[config.mk]
export PLATFORM = sky130hd
export DESIGN_NAME = refresh_scheduler_flat
export DESIGN_NICKNAME = d
export VERILOG_FILES = /design/src/rtl/refresh_scheduler_if.sv /design/src/rtl/refresh_scheduler.sv /design/src/flat_wrapper.sv
export SDC_FILE = /design/constraint.sdc
export NUM_CORES = 1
export LEC_CHECK = 0
export ABC_AREA = 1
export CAP_MARGIN = 5
export CORE_MARGIN = 3
export CORE_UTILIZATION = 45
export CTS_CLUSTER_DIAMETER = 100
export CTS_CLUSTER_SIZE = 24
export DETAILED_ROUTE_END_ITERATION = 8
export HOLD_SLACK_MARGIN = 0.06
export PLACE_DENSITY = 0.76
export SYNTH_ARGS = -nofsm -noshare
export SYNTH_HDL_FRONTEND = slang
export SYNTH_SLANG_ARGS = --single-unit
[constraint.sdc]
create_clock -name clk -period 4.14 [get_ports clk]
set_input_delay 0.621 -clock clk [delete_from_list [all_inputs] [get_ports clk]]
set_output_delay 0.621 -clock clk [all_outputs]
set_load 0.01 [all_outputs]
[src/rtl/refresh_scheduler_if.sv]
// Command-bus handshake between the refresh scheduler (master) and the main
// DRAM controller / command mux (slave).
interface refresh_scheduler_if;
  logic ctrl_idle;
  logic ref_ack;
  logic ref_req;
  logic ref_active;
  logic cmd_valid;
  logic cmd_pre_all;
  logic cmd_ref;
  logic cmd_ready;

  modport master (
    input  ctrl_idle, ref_ack, cmd_ready,
    output ref_req, ref_active, cmd_valid, cmd_pre_all, cmd_ref
  );

  modport slave (
    output ctrl_idle, ref_ack, cmd_ready,
    input  ref_req, ref_active, cmd_valid, cmd_pre_all, cmd_ref
  );
endinterface

[src/rtl/refresh_scheduler.sv]
// Refresh scheduler: counts owed refreshes, wins the command bus, then issues
// PRECHARGE-ALL / tRP / REFRESH / tRFC, bursting while refreshes remain owed.
module refresh_scheduler #(
  parameter int MAX_PENDING = 8,
  parameter int TRP         = 3,
  parameter int TRFC        = 44,
  parameter int CNT_W       = 8,
  localparam int PW         = $clog2(MAX_PENDING + 1)
) (
  input  logic                clk,
  input  logic                rst_b,
  input  logic                refresh_flag,
  refresh_scheduler_if.master bus,
  output logic [PW-1:0]       pending_cnt,
  output logic                overflow
);

  typedef enum logic [2:0] {
    IDLE,
    REQ,
    PRE,
    PRE_WAIT,
    REF,
    RFC_WAIT
  } state_e;

  localparam logic [CNT_W-1:0] TRP_LOAD  = CNT_W'(TRP - 1);
  localparam logic [CNT_W-1:0] TRFC_LOAD = CNT_W'(TRFC - 1);
  localparam logic [PW-1:0]    PEND_MAX  = PW'(MAX_PENDING);

  state_e           state_q, state_d;
  logic [CNT_W-1:0] timer_q, timer_d;
  logic [PW-1:0]    pending_q, pending_d;
  logic             overflow_q, overflow_d;
  logic             ref_accept;

  assign ref_accept = (state_q == REF) && bus.cmd_ready;

  // NOTE: every variable gets a default before the case so no path leaves it
  // unassigned; otherwise synthesis infers a latch to hold the old value.
  always_comb begin
    state_d = state_q;
    timer_d = timer_q;
    case (state_q)
      IDLE:     if (pending_q != '0) state_d = REQ;
      REQ:      if (bus.ref_ack && bus.ctrl_idle) state_d = PRE;
      PRE: begin
        if (bus.cmd_ready) begin
          state_d = PRE_WAIT;
          timer_d = TRP_LOAD;
        end
      end
      PRE_WAIT: begin
        if (timer_q == '0) state_d = REF;
        else               timer_d = timer_q - 1'b1;
      end
      REF: begin
        if (bus.cmd_ready) begin
          state_d = RFC_WAIT;
          timer_d = TRFC_LOAD;
        end
      end
      RFC_WAIT: begin
        // Owed refreshes left: keep the bus and go straight to the next PRECHARGE.
        if (timer_q == '0) state_d = (pending_q != '0) ? PRE : IDLE;
        else               timer_d = timer_q - 1'b1;
      end
      default:  state_d = IDLE;
    endcase
  end

  // A flag and a REF accept in the same cycle cancel; a lone flag at
  // saturation is lost and flagged as overflow.
  always_comb begin
    pending_d  = pending_q;
    overflow_d = overflow_q;
    if (refresh_flag && !ref_accept) begin
      if (pending_q == PEND_MAX) overflow_d = 1'b1;
      else                       pending_d  = pending_q + PW'(1);
    end else if (!refresh_flag && ref_accept) begin
      pending_d = pending_q - PW'(1);
    end
  end

  // NOTE: sequential state uses non-blocking assignments so every register
  // samples the pre-edge values, independent of statement order.
  always_ff @(posedge clk or negedge rst_b) begin
    if (!rst_b) begin
      state_q    <= IDLE;
      timer_q    <= '0;
      pending_q  <= '0;
      overflow_q <= 1'b0;
    end else begin
      state_q    <= state_d;
      timer_q    <= timer_d;
      pending_q  <= pending_d;
      overflow_q <= overflow_d;
    end
  end

  assign bus.ref_req     = (state_q != IDLE);
  assign bus.ref_active  = (state_q == PRE) || (state_q == PRE_WAIT) ||
                           (state_q == REF) || (state_q == RFC_WAIT);
  assign bus.cmd_valid   = (state_q == PRE) || (state_q == REF);
  assign bus.cmd_pre_all = (state_q == PRE);
  assign bus.cmd_ref     = (state_q == REF);
  assign pending_cnt     = pending_q;
  assign overflow        = overflow_q;

endmodule
[src/flat_wrapper.sv]
// flat-port wrapper written by rule: the top's interface ports become plain ports
module refresh_scheduler_flat 
#(
  parameter int MAX_PENDING = 8,
  parameter int TRP         = 3,
  parameter int TRFC        = 44,
  parameter int CNT_W       = 8,
  localparam int PW         = $clog2(MAX_PENDING + 1)
)
  (clk, rst_b, refresh_flag, pending_cnt, overflow, bus_ctrl_idle, bus_ref_ack, bus_cmd_ready, bus_ref_req, bus_ref_active, bus_cmd_valid, bus_cmd_pre_all, bus_cmd_ref);
  refresh_scheduler_if bus_i ();
  input  logic clk;
  input  logic rst_b;
  input  logic refresh_flag;
  output logic [PW-1:0] pending_cnt;
  output logic overflow;
  input wire logic [$bits(bus_i.ctrl_idle)-1:0] bus_ctrl_idle;
  input wire logic [$bits(bus_i.ref_ack)-1:0] bus_ref_ack;
  input wire logic [$bits(bus_i.cmd_ready)-1:0] bus_cmd_ready;
  output wire logic [$bits(bus_i.ref_req)-1:0] bus_ref_req;
  output wire logic [$bits(bus_i.ref_active)-1:0] bus_ref_active;
  output wire logic [$bits(bus_i.cmd_valid)-1:0] bus_cmd_valid;
  output wire logic [$bits(bus_i.cmd_pre_all)-1:0] bus_cmd_pre_all;
  output wire logic [$bits(bus_i.cmd_ref)-1:0] bus_cmd_ref;
  assign bus_i.ctrl_idle = bus_ctrl_idle;
  assign bus_i.ref_ack = bus_ref_ack;
  assign bus_i.cmd_ready = bus_cmd_ready;
  assign bus_ref_req = bus_i.ref_req;
  assign bus_ref_active = bus_i.ref_active;
  assign bus_cmd_valid = bus_i.cmd_valid;
  assign bus_cmd_pre_all = bus_i.cmd_pre_all;
  assign bus_cmd_ref = bus_i.cmd_ref;
  refresh_scheduler #(.MAX_PENDING(MAX_PENDING), .TRP(TRP), .TRFC(TRFC), .CNT_W(CNT_W)) u_core (.clk(clk), .rst_b(rst_b), .refresh_flag(refresh_flag), .bus(bus_i), .pending_cnt(pending_cnt), .overflow(overflow));
endmodule
==> Word-level counts from Yosys, hierarchy flattened <==
Cells that the tools add are included.
{ "word_totals": {"input_bits": 6, "elab_cells": 57, "ff_bits": 16, "output_inout_bits": 10} }
{ "op_classes": {"n_addsub": 3, "n_reduce_logical": 21, "n_eq_ne": 14, "mux": 15} }
{ "op_table": {"columns": ["operator", "count"], "rows": [
  ["$mux W8", 3],
  ["$pmux W8 S3", 1],
  ["$mux W3", 6],
  ["$pmux W3 S6", 1],
  ["$mux W4", 3],
  ["$logic_not A8 Y1", 1],
  ["$ne A2 B1 Y1 const B", 4],
  ["$ne A2 B2 Y1 const B", 4],
  ["$sub A8 B1 Y8 const B", 1],
  ["$eq A3 B2 Y1 const B", 2],
  ["$eq A3 B3 Y1 const B", 2],
  ["$reduce_and A6 Y1", 1],
  ["$reduce_bool A3 Y1", 2],
  ["$add A4 B1 Y4 const B", 1],
  ["$eq A4 B4 Y1 const B", 1],
  ["$logic_and A1 B1 Y1", 4],
  ["$logic_or A1 B1 Y1", 4],
  ["$reduce_and A2 Y1", 2],
  ["$reduce_and A4 Y1", 1],
  ["$reduce_bool A4 Y1", 1],
  ["$sub A4 B1 Y4 const B", 1],
  ["$eq A3 B1 Y1 const B", 1],
  ["$logic_not A3 Y1", 1],
  ["$logic_not A1 Y1", 2],
  ["3 further kinds", 3]
]} }

==> Longest topological paths before layout <==
Gate-level depths: netlist (run 1).
{ "depth": {"ltp_word": 6, "mapped_depth": 11, "mapped_depth_nobuf": 11} }

==> Worst setup path before layout (run 1) <==
Ideal clock, no wire load.
{ "synth_path": {"kind": "register to register", "from": "reg u_core.state_q[1]", "to": "reg u_core.pending_q[3] (netlist: u_core.pending_cnt[3])", "setup_time_ns": 0.117, "period_less_slack_ns": 1.748, "n_path_buf": 0, "arrival_ns": 1.631, "t_required_ns": 4.023, "setup_slack_ns": 2.392, "stages_incl_launch_ff": 11, "cell_sequence": "dfrtp_1 -> nor2_2 -> nand3_1 -> nand2_1 -> ha_1 -> nand2_1 -> nand2_1 -> nor2_1 -> nand3_1 -> nand4_1 -> nand2_1"} }
{ "synth_between": {"elab_chain_len": 6, "elab_cells_between_ends": 9, "cone_classes": "eq/ne (2); mux (1); reduce/logical (6)"} }
{ "synth_lines": {"columns": ["element", "line", "rtl"], "rows": [
  ["start, declared", "refresh_scheduler.sv:31", "state_e state_q, state_d;"],
  ["start signal, assigned", "refresh_scheduler.sv:94", "state_q <= state_d;"],
  ["$eq A3 B3 Y1 (*)", "refresh_scheduler.sv:37", "assign ref_accept = (state_q == REF) && bus.cmd_ready;"],
  ["$logic_and A1 B1 Y1 (*)", "refresh_scheduler.sv:37", null],
  ["$logic_not A1 Y1", "refresh_scheduler.sv:77", "if (refresh_flag && !ref_accept) begin"],
  ["$logic_and A1 B1 Y1", "refresh_scheduler.sv:77", null],
  ["$ne A2 B2 Y1 (no source line) / $reduce_bool A2 Y1 (equally long branches)", null, null],
  ["$reduce_and A2 Y1 (no source line)", null, null],
  ["end signal, assigned", "refresh_scheduler.sv:96", "pending_q <= pending_d;"],
  ["end, declared", "refresh_scheduler.sv:33", "logic [PW-1:0] pending_q, pending_d;"]
]} }
Mark *: on every way between the ends. The rest lies on a longest branch, timed or not.
A chain may end at the register's enable or synchronous reset.

==> Worst setup path in the final report (run 1) <==
{ "layout_path": {"from": "reg u_core.state_q[1]", "to": "out bus_cmd_valid"} }
{ "layout_between": {"elab_chain_len": 2, "elab_cells_between_ends": 3, "cone_classes": "eq/ne (2); reduce/logical (1)"} }
{ "layout_lines": {"columns": ["element", "line", "rtl"], "rows": [
  ["$eq A3 B2 Y1 / $eq A3 B3 Y1 (equally long branches)", "refresh_scheduler.sv:104", "assign bus.cmd_valid = (state_q == PRE) || (state_q == REF);"],
  ["$logic_or A1 B1 Y1 (*)", "refresh_scheduler.sv:104", null],
  ["end, declared", "flat_wrapper.sv:22", "output wire logic [$bits(bus_i.cmd_valid)-1:0] bus_cmd_valid;"]
]} }
Marks and branches as above.

==> impl_metrics.json, run 1 <==
{
  "critPathMaxFanout": 7,
  "hold_viol_final": 0,
  "coreArea_sq_um": 2500,
  "min_period_ns": 2.413,
  "outcome": "finished, final reports clean",
  "postPlaceCellArea_sq_um": 1380,
  "p_per_area_nw_per_um2": 841.9,
  "num_io_pins": 16,
  "cts_buffer_depth": 2,
  "clock_sinks": 16,
  "yosys_warnings": 0,
  "timing.slew.headroom_pct": 50.18,
  "ys_seq_area_share_pct": 33.58,
  "tritoncts": "yes",
  "ant_nets": 0,
  "route.detailed.drc": 0,
  "drv_slew": 0,
  "vias": 1109,
  "drive_gt1_share_pct": 13.26,
  "cts_buffers": 3,
  "grt_max_degree": 17,
  "ir_drop_mv": 0.5230,
  "maxCapViolations": 0,
  "stdcell_area_sq_um": 1403,
  "arrival_ns": 1.79,
  "fillCellCount": 235,
  "finalNetCount": 195,
  "tightest_slew_ns": 0.7450,
  "drt-pass1-iter-count": 4,
  "first_iter_violations": 43,
  "endpoint_kind": "output port",
  "layout_common_cells": "54 x nand2_1, 18 x nor2_1, 16 x nand3_1, 16 x dfrtp_1",
  "syn-cell-area_sq_um": 1192,
  "antenna_found_initial": 0,
  "row_count": 18,
  "ys_ff_latch": 16,
  "h-tree-depth": 1,
  "final_common_cell": "nand2_1",
  "grt_pass1_wl_mm": 4.429,
  "fin_worst_skew_ns": 0.001139,
  "port_buffers": 15,
  "diodes": 0,
  "grt_pass1_vias": 1065,
  "fmax_ghz": 0.4144,
  "rsz0062_at_grt": "no",
  "fp.dieArea_sq_um": 3303,
  "path_clk_slew_ns": 0.10,
  "post_cts_buffers": 0,
  "vias_per_cell": 5.256,
  "startpoint_type": "flop",
  "wl_mm": 2.589,
  "grt_usage_pct": 16.53,
  "cp.required_ns": 3.52,
  "final.setup.tns_ns": 0,
  "synthCells": 163,
  "start_util_pct": 47.70,
  "place.gp.congestion": 0.8636,
  "yosysUniqueCellTypes": 22,
  "hold_class": "flop to flop",
  "hpwl_mm": 2.002,
  "grt.overflow.total": 0,
  "postCtsResizedCells": 0,
  "clock_latency_ns": 0.29,
  "cts_hold_buf": 0,
  "avgSynthCellArea_sq_um": 7.315,
  "synth_nets": 175,
  "drt-wirelength-per-cell_um": 12.27,
  "die_x_um": 57.48,
  "syn2layout_area_growth_pct": 17.63,
  "fin_crit_sh_pct": 58.28,
  "worstSetupPathType": "flop to output port",
  "leakage_nw": 0.7440,
  "setup_viol_count_final": 0,
  "cts_root_buffer": "clkbuf_4",
  "fp.dieH_um": 57.48
}
[through the flow]
stage	utilization (%)	worst slack, ns	hold slack (ns)	std cells	power [mW]
finish	56.11	1.727	0.4882	211	1.181
global route	56.11	1.651	0.5133	211	1.289
global placement	55.21	1.847	0.4796	208	1.065
CTS	56.11	1.724	0.4896	211	1.185
floorplan	-	2.392	0.3254	163	0.8635
detailed placement	55.21	1.753	0.4645	208	1.094
[state kept, by name, indices dropped and copies added (netlist names)]
signal	count
u_core.pending_cnt	4
u_core.state_q	3
u_core.overflow	1
u_core.timer_q	8
[cell families (layout without fill, tap and decap cells)]
logic type | count (synthesis) | in the layout | synth area share (%)
buf+inv | 20 | 38 | 6.505
xor+xnor | 4 | 4 | 2.939
simple gates | 105 | 105 | 41.76
flops | 16 | 16 | 33.58
fa+ha+maj | 6 | 6 | 6.926
compound gates | 12 | 12 | 8.290
[cell usage after synthesis]
library cell	n	area share, %
nor2_1	18	5.7
ha_1	5	5.2
fa_1	1	1.7
nand4_1	3	1.6
o21ai_1	1	0.42
inv_4	1	0.52
nor2_2	3	1.6
nand2_1	54	17
inv_2	4	1.3
nand2_4	6	5.7
a31oi_1	1	0.52
nand2_2	2	1.0
inv_1	15	4.7
o21bai_1	6	3.8
nand3_1	16	6.7
xnor2_1	2	1.5
a21oi_1	2	0.84
o21ai_4	1	1.4
dfrtp_1	16	34
nand3_2	3	2.5
a21oi_4	1	1.4
xor2_1	2	1.5
[where the power goes]
part	total [mW]	switching, mW	internal (mW)
combinational	0.780	0.458	0.322
clock	0.0864	0.0525	0.0339
sequential	0.314	0.0887	0.226
total	1.18	0.600	0.581
[routing by layer]
metal	GRT usage, %	part of all wire [%]
met5	0	0
met4	3.974	0.66
met3	4.977	5.4
met2	27.90	51
met1	20.59	43
[worst max-delay path, stage by stage (launching register included)]
cell	delay [ns]
dfrtp_1	0.48
nor2_2	0.24
nand2_4	0.12
nand2_4	0.12
clkdlybuf4s50_1	0.53
[area by class of cell]
| class | count | area [sq um] | share of cell area (%) |
|---|---|---|---|
| clock buffers | 3 | 22.52 | 1.606 |
| repair buffers | 15 | 150.1 | 10.70 |
| inverters | 20 | 77.57 | 5.531 |
| multi-input cells | 127 | 714.4 | 50.94 |
| well taps | 30 | 37.54 | 2.676 |
| flip-flops and latches | 16 | 400.4 | 28.55 |
[worst paths after layout]
kind                                    from                     to  slack (ns)  cells past startpoint
min in group asynchronous              rst_b      u_core.state_q[0]        0.76                      1
setup reg to reg           u_core.state_q[1]  u_core.pending_cnt[3]        2.11                     10
setup / recovery           u_core.state_q[1]          bus_cmd_valid        1.73                      4
max in group asynchronous              rst_b  u_core.pending_cnt[3]        2.92                      1
hold / removal               u_core.overflow        u_core.overflow        0.49                      1
hold reg to reg              u_core.overflow        u_core.overflow        0.49                      1
No activity file was read; power rests on OpenSTA's default activity.
==> inputs of run 2 (changes only) <==
clock period = 2.4 ns   (was 4.14 ns; I/O delays follow)
==> results of run 2 <==
Same layout as run 1 (identical final DEF). Status: finished, final reports clean.
Among the figures that moved: setup slack after placement 1.753 ns -> 0.2736 ns; setup slack after layout 1.727 ns -> 0.2481 ns; register-to-register setup slack 2.11 ns -> 0.37 ns; total power 1.181 mW -> 2.037 mW; worst IR drop on VDD 0.5230 mV -> 0.9021 mV
==> inputs of run 3 (changes only) <==
--- a/config.mk
+++ b/config.mk
@@ -16,2 +16,3 @@
 export PLACE_DENSITY = 0.76
+export RECOVER_POWER = 100
 export SYNTH_ARGS = -nofsm -noshare
==> constraint.sdc (replaced) <==
create_clock -name clk -period 2.4 [get_ports clk]
set_input_delay 0.48 -clock clk [delete_from_list [all_inputs] [get_ports clk]]
set_output_delay 0.48 -clock clk [all_outputs]
set_load 0.01 [all_outputs]
==> run 3 against run 2 <==
Net effect: flip-flop and latch count did not move; utilization fell by 0.95 points; register-to-register slack got worse by 0.03 ns; sequential share of layout area rose by 0.49 points; total power fell by 4.3%; critical endpoint unchanged; highest routed layer unchanged; critical path type unchanged; first-iteration DRC count fell by 14%; non-clock buffer count did not move; global-route usage did not move.
==> impl_metrics.json, run 3 (synthesis results as in run 1) <==
{
  "ir_drop_mv": 0.8682,
  "first_iter_violations": 37,
  "diodes": 0,
  "reg2reg_depth": 10,
  "cp_top_family": "buffers and inverters",
  "clock_latency_ns": 0.29,
  "cp.required_ns": 1.92,
  "fillCellCount": 239,
  "largest_reg_flops": 8,
  "route.detailed.drc": 0,
  "post_cts_buffers": 0,
  "grt_use_met2_pct": 27.90,
  "start_util_pct": 47.70,
  "maxCapViolations": 0,
  "num_io_pins": 16,
  "endpoint_kind": "output port",
  "slowest_stage": "clkdlybuf4s50_1",
  "h-tree-depth": 1,
  "met3_usage_pct": 4.977,
  "postPlaceCellArea_sq_um": 1380,
  "clkPwrFrac_pct": 7.6,
  "grt.overflow.total": 0,
  "finalNetCount": 195,
  "netSwitchingPower_mw": 0.9923,
  "fin_crit_sh_pct": 94.76,
  "drt-wirelength-per-cell_um": 12.22,
  "stdcell_area_sq_um": 1379,
  "outcome": "finished, final reports clean",
  "cts_hold_buf": 0,
  "timing.slew.headroom_pct": 48.91,
  "p_seq_share_pct": 27.7,
  "p_per_area_nw_per_um2": 1414,
  "startpoint_type": "flop",
  "rrSetupSlack_ns": 0.34,
  "top_register": "u_core.timer_q",
  "grt_pass1_wl_mm": 4.429,
  "cts_root_buffer": "clkbuf_4",
  "tightest_slew_ns": 0.7583,
  "cpMostUsedCell": "nand2_4",
  "hpwl_mm": 2.002,
  "rsz0062_at_grt": "no",
  "fp.dieArea_sq_um": 3303,
  "drive_gt1_share_pct": 10.50,
  "die_x_um": 57.48,
  "cp_cell_sequence": "nor2_2 -> nand2_4 -> nand2_4 -> clkdlybuf4s50_1",
  "seq_area_sq_um": 400.4,
  "worstSetupPathType": "flop to output port",
  "drv_slew": 0,
  "cts_buffers": 3,
  "ant_nets": 0,
  "postCtsResizedCells": 0,
  "path_clk_slew_ns": 0.09,
  "leakage_nw": 0.7389,
  "worstHoldPathCells": 1,
  "arrival_ns": 1.79,
  "p_int_mw": 0.9570,
  "cts_buffer_depth": 2,
  "r2r_start": "u_core.state_q[1]",
  "hold_class": "flop to flop",
  "crit_start": "u_core.state_q[1]",
  "multiInputGateArea_sq_um": 690.7,
  "layout_common_cells": "56 x nand2_1, 19 x nor2_1, 16 x inv_1, 16 x nand3_1, 16 x dfrtp_1",
  "final.setup.tns_ns": 0,
  "vias": 1133,
  "coreArea_sq_um": 2500,
  "holdPathEnd": "u_core.overflow",
  "syn2layout_area_growth_pct": 15.63,
  "min-delay-start": "u_core.overflow",
  "grt_max_degree": 17,
  "grt_usage_pct": 16.53,
  "r2r_end": "u_core.pending_cnt[3]",
  "fmax_ghz": 0.4397,
  "gr-usage-met1_pct": 20.59,
  "port_buffers": 15,
  "tritoncts": "yes",
  "grt_pass1_vias": 1065,
  "fp.dieH_um": 57.48,
  "place.gp.congestion": 0.8636,
  "pwr-share-comb_pct": 64.7,
  "finalPower_mw": 1.949,
  "final_core_util_pct": 55.16,
  "row_count": 18,
  "final_common_cell": "nand2_1",
  "critPathMaxFanout": 7,
  "min_period_ns": 2.274,
  "fin_worst_skew_ns": 0.002614,
  "wl_mm": 2.579,
  "drt-pass1-iter-count": 4,
  "top_usage_layer": "met2",
  "antenna_found_initial": 0,
  "setup_viol_count_final": 0,
  "vias_per_cell": 5.370,
  "clock_sinks": 16,
  "switching_share_pct": 50.91,
  "worst_path_largest_cell_delay_ns": 0.53,
  "hold_viol_final": 0,
  "crit_buf_inv": 1
}
==> run 3: changes by cell type in the layout (fill, tap and decap cells not counted) <==
cell	delta
clkdlybuf4s50_1	-8
dlygate4sd3_1	+8
inv_1	+1
inv_2	-1
nand2_1	+2
nand2_2	-1
nand2_4	-1
nor2_1	+1
nor2_2	-1
o21ai_0	+1
o21ai_4	-1
==> run 3: area by class of cell <==
cell class	count	area share, %
multi-input combinational	127	50.09
sequential	16	29.04
timing repair buffer	15	10.89
tap	30	2.722
clock buffer	3	1.633
inverter	20	5.626
==> run 3: how the worst max path moves through the flow <==
stage / to / depth (start not counted)
2_1_floorplan: u_core.pending_cnt[3] / 10
3_3_place_gp: u_core.pending_cnt[3] / 10
3_5_place_dp: u_core.pending_cnt[3] / 10
4_1_cts: bus_cmd_valid / 4
5_1_grt: bus_cmd_valid / 4
6_report: bus_cmd_valid / 4
==> run 3: metal layers <==
metal | vias to the layer above | share of wire [%]
li1 | 555 | -
met1 | 527 | 43
met2 | 47 | 51
met3 | 4 | 5.7
met4 | 0 | 0.43
met5 | - | 0
==> run 3: metrics by stage <==
step	hold slack, ns	setup WS [ns]	instances
2_1_floorplan	0.1844	0.6516	163
3_3_place_gp	0.4796	0.2479	208
3_5_place_dp	0.4645	0.1536	208
4_1_cts	0.4896	0.1254	211
5_1_grt	0.5081	0.05191	211
6_report	0.4877	0.1259	211
==> run 3: power groups by stage <==
stage	clock network, mW	registers, mW	logic (mW)
CTS	0.153	0.542	1.35
floorplan	0	0.536	0.954
detailed placement	0	0.546	1.34
finish	0.149	0.540	1.26
global placement	0	0.545	1.29
global route	0.161	0.558	1.42
